$ cat src/rtl/demux32_reg.sv
// 1-to-32 demultiplexing register bank with per-entry valid mask and a
// sequential clear sweep; rd_data is the combinational 32:1 readback mux.
module demux32_reg #(
    parameter int unsigned N = 4
) (
    input  logic             clk,
    input  logic             rst,
    input  logic             wr_ena,
    input  logic [4:0]       wr_sel,
    input  logic [N-1:0]     wr_data,
    input  logic             clr,
    input  logic [4:0]       rd_sel,
    output logic [N-1:0]     q00,
    output logic [N-1:0]     q01,
    output logic [N-1:0]     q02,
    output logic [N-1:0]     q03,
    output logic [N-1:0]     q04,
    output logic [N-1:0]     q05,
    output logic [N-1:0]     q06,
    output logic [N-1:0]     q07,
    output logic [N-1:0]     q08,
    output logic [N-1:0]     q09,
    output logic [N-1:0]     q10,
    output logic [N-1:0]     q11,
    output logic [N-1:0]     q12,
    output logic [N-1:0]     q13,
    output logic [N-1:0]     q14,
    output logic [N-1:0]     q15,
    output logic [N-1:0]     q16,
    output logic [N-1:0]     q17,
    output logic [N-1:0]     q18,
    output logic [N-1:0]     q19,
    output logic [N-1:0]     q20,
    output logic [N-1:0]     q21,
    output logic [N-1:0]     q22,
    output logic [N-1:0]     q23,
    output logic [N-1:0]     q24,
    output logic [N-1:0]     q25,
    output logic [N-1:0]     q26,
    output logic [N-1:0]     q27,
    output logic [N-1:0]     q28,
    output logic [N-1:0]     q29,
    output logic [N-1:0]     q30,
    output logic [N-1:0]     q31,
    output logic [31:0]      valid,
    output logic             busy,
    output logic [N-1:0]     rd_data
);

    localparam int unsigned NUM_ENT = 32;
    localparam int unsigned SEL_W   = 5;

    typedef enum logic {
        IDLE  = 1'b0,
        SWEEP = 1'b1
    } state_e;

    state_e                 state_q, state_d;
    logic [SEL_W-1:0]       cnt_q, cnt_d;
    logic [N-1:0]           q_q [NUM_ENT];
    logic [N-1:0]           q_d [NUM_ENT];
    logic [NUM_ENT-1:0]     valid_q, valid_d;
    logic                   busy_q, busy_d;

    // Next state: clr beats wr_ena in IDLE; SWEEP ignores both inputs.
    always_comb begin
        state_d = state_q;
        cnt_d   = cnt_q;
        q_d     = q_q;
        valid_d = valid_q;
        case (state_q)
            IDLE: begin
                if (clr) begin
                    state_d = SWEEP;
                    cnt_d   = '0;
                end else if (wr_ena) begin
                    q_d[wr_sel]     = wr_data;
                    valid_d[wr_sel] = 1'b1;
                end
            end
            SWEEP: begin
                q_d[cnt_q]     = '0;
                valid_d[cnt_q] = 1'b0;
                cnt_d          = cnt_q + SEL_W'(1);
                if (cnt_q == SEL_W'(NUM_ENT - 1)) begin
                    state_d = IDLE;
                end
            end
            default: state_d = IDLE;
        endcase
        busy_d = (state_d == SWEEP);
    end

    always_ff @(posedge clk) begin
        if (rst) begin
            state_q <= IDLE;
            cnt_q   <= '0;
            q_q     <= '{default: '0};
            valid_q <= '0;
            busy_q  <= 1'b0;
        end else begin
            state_q <= state_d;
            cnt_q   <= cnt_d;
            q_q     <= q_d;
            valid_q <= valid_d;
            busy_q  <= busy_d;
        end
    end

    assign valid   = valid_q;
    assign busy    = busy_q;
    assign rd_data = q_q[rd_sel];

    assign q00 = q_q[0];
    assign q01 = q_q[1];
    assign q02 = q_q[2];
    assign q03 = q_q[3];
    assign q04 = q_q[4];
    assign q05 = q_q[5];
    assign q06 = q_q[6];
    assign q07 = q_q[7];
    assign q08 = q_q[8];
    assign q09 = q_q[9];
    assign q10 = q_q[10];
    assign q11 = q_q[11];
    assign q12 = q_q[12];
    assign q13 = q_q[13];
    assign q14 = q_q[14];
    assign q15 = q_q[15];
    assign q16 = q_q[16];
    assign q17 = q_q[17];
    assign q18 = q_q[18];
    assign q19 = q_q[19];
    assign q20 = q_q[20];
    assign q21 = q_q[21];
    assign q22 = q_q[22];
    assign q23 = q_q[23];
    assign q24 = q_q[24];
    assign q25 = q_q[25];
    assign q26 = q_q[26];
    assign q27 = q_q[27];
    assign q28 = q_q[28];
    assign q29 = q_q[29];
    assign q30 = q_q[30];
    assign q31 = q_q[31];

endmodule

$ cat config.mk
export PLATFORM = sky130hd
export DESIGN_NAME = demux32_reg
export DESIGN_NICKNAME = d
export VERILOG_FILES = /design/src/rtl/demux32_reg.sv
export SDC_FILE = /design/constraint.sdc
export NUM_CORES = 1
export LEC_CHECK = 0
export ABC_AREA = 1
export CAP_MARGIN = 0
export CORE_UTILIZATION = 50
export DETAILED_ROUTE_END_ITERATION = 10
export PLACE_DENSITY = 0.76
export SETUP_SLACK_MARGIN = 0.3
export SLEW_MARGIN = 20
export SYNTH_ARGS = -nofsm -noshare
export SYNTH_HDL_FRONTEND = slang
export SYNTH_SLANG_ARGS = --single-unit
$ cat constraint.sdc
create_clock -name clk -period 3.7 [get_ports clk]
set_input_delay 0.555 -clock clk [delete_from_list [all_inputs] [get_ports clk]]
set_output_delay 0.555 -clock clk [all_outputs]
set_load 0.05 [all_outputs]
==> impl_metrics.env <==
export IMPL_maxSlewViolCount=0
export IMPL_hold_viol=0
export IMPL_crit_type="primary input to output port"
export IMPL_gp_congestion=0.9616
export IMPL_r2r_end="q26[3]"
export IMPL_drcViolationCount=0
export IMPL_core_mm2=0.01520
export IMPL_rows=45
export IMPL_num_nets_final=1312
export IMPL_insertion_delay_ps=430
export IMPL_ys_async_sr_fraction_pct=0
export IMPL_hold_path_class="flop to flop"
export IMPL_hold_end="valid[27]"
export IMPL_cts_sinks=166
export IMPL_dieArea_mm2=0.01614
export IMPL_p_leak_nw=3.562
export IMPL_end_kind="output port"
export IMPL_numCtsBuffers=17
export IMPL_fin_crit_sh_pct=78.34
export IMPL_cts_root_buf="clkbuf_16"
export IMPL_drtIter0Drc=1146
export IMPL_internal_power_mw=3.052
export IMPL_grt_pass1_vias=7474
export IMPL_wl_per_cell_um=17.85
export IMPL_die_width_um=127.0
export IMPL_finalCriticalPeriod_ps=2899
export IMPL_port_buffers=182
export IMPL_ys_seq_area_share_pct=42.52
export IMPL_clkPwrFrac_pct=47.3
export IMPL_status="finished clean"
export IMPL_critPathMostFrequentCell="nand2_1"
export IMPL_power_density_mw_per_mm2=391.7
export IMPL_slew_headroom_pct=40.40
export IMPL_start_util_pct=51.42
export IMPL_synth_area_per_cell_um2=6.893
export IMPL_synth_most_common_cell="nand2_1"
export IMPL_worst_pin_slew_ps=894.1
export IMPL_ir_worst_vdd_mv=0.3290
export IMPL_min_path_cells=2
export IMPL_placed_cell_area_mm2=0.009727
export IMPL_gr_total_overflow=0
export IMPL_dp_hpwl_mm=18.20
export IMPL_synth_seq_cells=166
export IMPL_cpPeakStageDelay_ps=450
export IMPL_crit_path_max_fanout=20
export IMPL_dr_pass1_iters=6
export IMPL_setup_viol=0
export IMPL_dr_total_vias=8420
export IMPL_cpMaxStageDelayCell="clkdlybuf4s50_1"
export IMPL_grt_pass1_wl_mm=41.23
export IMPL_yosys_most_used_dff="dfxtp_1"
export IMPL_crit_chain="clkdlybuf4s50_1 > inv_1 > buf_12 > nand3_1 > nand3_1 > nand2_1 > nand2_1 > nand2_1 > nand2_1 > nand2_1 > buf_12"
export IMPL_postCtsSetupRepairBufs=0
export IMPL_ioPinCount=183
export IMPL_cts_clk_slew_worst_paths_ps=60
export IMPL_largest_reg_flops=32
export IMPL_synth_common_cells="nand2_1 (441), dfxtp_1 (166), a21oi_1 (139), nand3_1 (128), nor2_1 (68)"
export IMPL_total_power_mw=4.058
export IMPL_combinationalPowerShare_pct=8.2
export IMPL_rsz0062_at_grt="no"
export IMPL_yosysTopAreaCellShare_pct=42.52
export IMPL_fin_setup_tns_ps=0
export IMPL_cp_start_kind="primary input"
export IMPL_routed_wirelength_mm=26.57
export IMPL_fmax_mhz=345.0
export IMPL_drive_above_1_share_pct=8.622
export IMPL_routed_via_density=5.659
export IMPL_die_h_um=127.0
export IMPL_fin_hold_ws_ps=464.1
export IMPL_crit_arrival_ps=2340
export IMPL_syn_nets=1160
export IMPL_antenna_found_initial=0
export IMPL_grt_use_total_pct=33.09
export IMPL_hp_start="valid[27]"
export IMPL_post_route_cell_area_mm2=0.01036
export IMPL_synth_top_area_cell="dfxtp_1"
export IMPL_reg2reg_from="busy"
export IMPL_r2r_cells=5
export IMPL_synthDistinctLibCells=25
export IMPL_p_seq_share_pct=44.5
export IMPL_synth_area_mm2=0.007816
export IMPL_cts_hold_buf=0
export IMPL_synth_warning_count=0
export IMPL_area_growth_pct=32.56
export IMPL_antenna_left=0
export IMPL_h_tree_depth=4
export IMPL_tritoncts="built"
export IMPL_cts_buffer_depth=2
export IMPL_swShare_pct=24.80
export IMPL_cap_violations=0
export IMPL_grt_max_degree=65
export IMPL_skew_ps=8.412
export IMPL_required_ps=3140
export IMPL_cts_resized=0
export IMPL_synth_edf_count=0
export IMPL_switching_power_mw=1.006
export IMPL_syn_inst=1134
export IMPL_synth_top_cells_by_area="dfxtp_1 (43%), nand2_1 (21%), a21oi_1 (8.9%)"
export IMPL_timing_reg2reg_setup_slack_ps=1550
-- power by group through the flow --
| stage | combinational, mW | clock, mW | sequential (mW) |
|---|---|---|---|
| 3_5_place_dp | 0.325 | 0 | 1.85 |
| 6_report | 0.333 | 1.92 | 1.81 |
| 3_3_place_gp | 0.324 | 0 | 1.85 |
| 4_1_cts | 0.327 | 1.92 | 1.81 |
| 5_1_grt | 0.352 | 2.00 | 1.81 |
| 2_1_floorplan | 0.189 | 0 | 1.87 |
-- kinds of logic (layout without fill, tap and decap cells) --
family                     count (synthesis)  in the layout  synth area share (%)
other                                      0              1                     0
and+or+nand+nor                          703            703                 40.00
adders and majority gates                  8              8                 1.281
DFF                                      166            166                 42.52
buffers and inverters                     99            264                 5.026
AOI/OAI and AO/OA                        158            158                 11.17
-- critical path: cells and delay by family --
| kind | cells | cell delay [ps] |
|---|---|---|
| buf+inv | 4 | 1220 |
| simple gates | 7 | 550 |
-- through the flow --
stage,utilization [%],worst slack [ps],instances
finish,68.16,801.3,1488
global route,68.14,653.0,1487
CTS,68.14,828.5,1487
detailed placement,63.98,831.4,1455
global placement,63.98,840.5,1455
floorplan,-,1390,1134
-- how the worst max path moves through the flow --
stage | from | end | slack (ps) | depth (start not counted)
after floorplan | rd_sel[2] | rd_data[0] | 1390 | 9
after global placement | rd_sel[1] | rd_data[2] | 840 | 10
after detailed placement | rd_sel[1] | rd_data[2] | 830 | 11
after CTS | rd_sel[1] | rd_data[2] | 830 | 11
after global routing | rd_sel[2] | rd_data[2] | 650 | 10
final | rd_sel[1] | rd_data[2] | 800 | 11
-- routing by layer --
| metal | vias to the layer above | GRT usage [%] | part of all wire, % |
|---|---|---|---|
| li1 | 3978 | - | - |
| met1 | 3842 | 44.36 | 41 |
| met2 | 525 | 52.29 | 45 |
| met3 | 75 | 7.370 | 10 |
| met4 | 0 | 12.18 | 2.8 |
| met5 | - | 0 | 0 |
-- cell usage in the layout (no fill, tap or decap), types with 2 or more instances in the layout --
cell type	count
o21ai_0	2
inv_2	8
buf_4	9
nor2_4	26
inv_1	33
bufinv_16	4
dfxtp_1	166
nand2_1	441
nor3_1	21
buf_12	5
nand3_1	128
clkbuf_8	2
nor2_2	10
a21oi_2	6
buf_2	5
clkinv_2	2
nand2_2	3
a211oi_1	3
ha_1	8
clkbuf_16	17
clkdlybuf4s50_1	172
o211a_1	3
inv_6	2
a21oi_1	139
a211oi_2	5
nand3_4	4
clkbuf_1	2
clkinvlp_4	2
nor2_1	68
-- layout make-up --
| class | count | area, um2 |
|---|---|---|
| fill | 1308 | 4841 |
| tap | 188 | 235.2 |
| clock inverter | 11 | 171.4 |
| clock buffer | 21 | 460.4 |
| multi-input combinational | 869 | 4100 |
| antenna | 1 | 2.502 |
| timing repair buffer | 191 | 1914 |
| sequential | 166 | 3323 |
| inverter | 41 | 153.9 |
(Power assumes the default switching activity.)
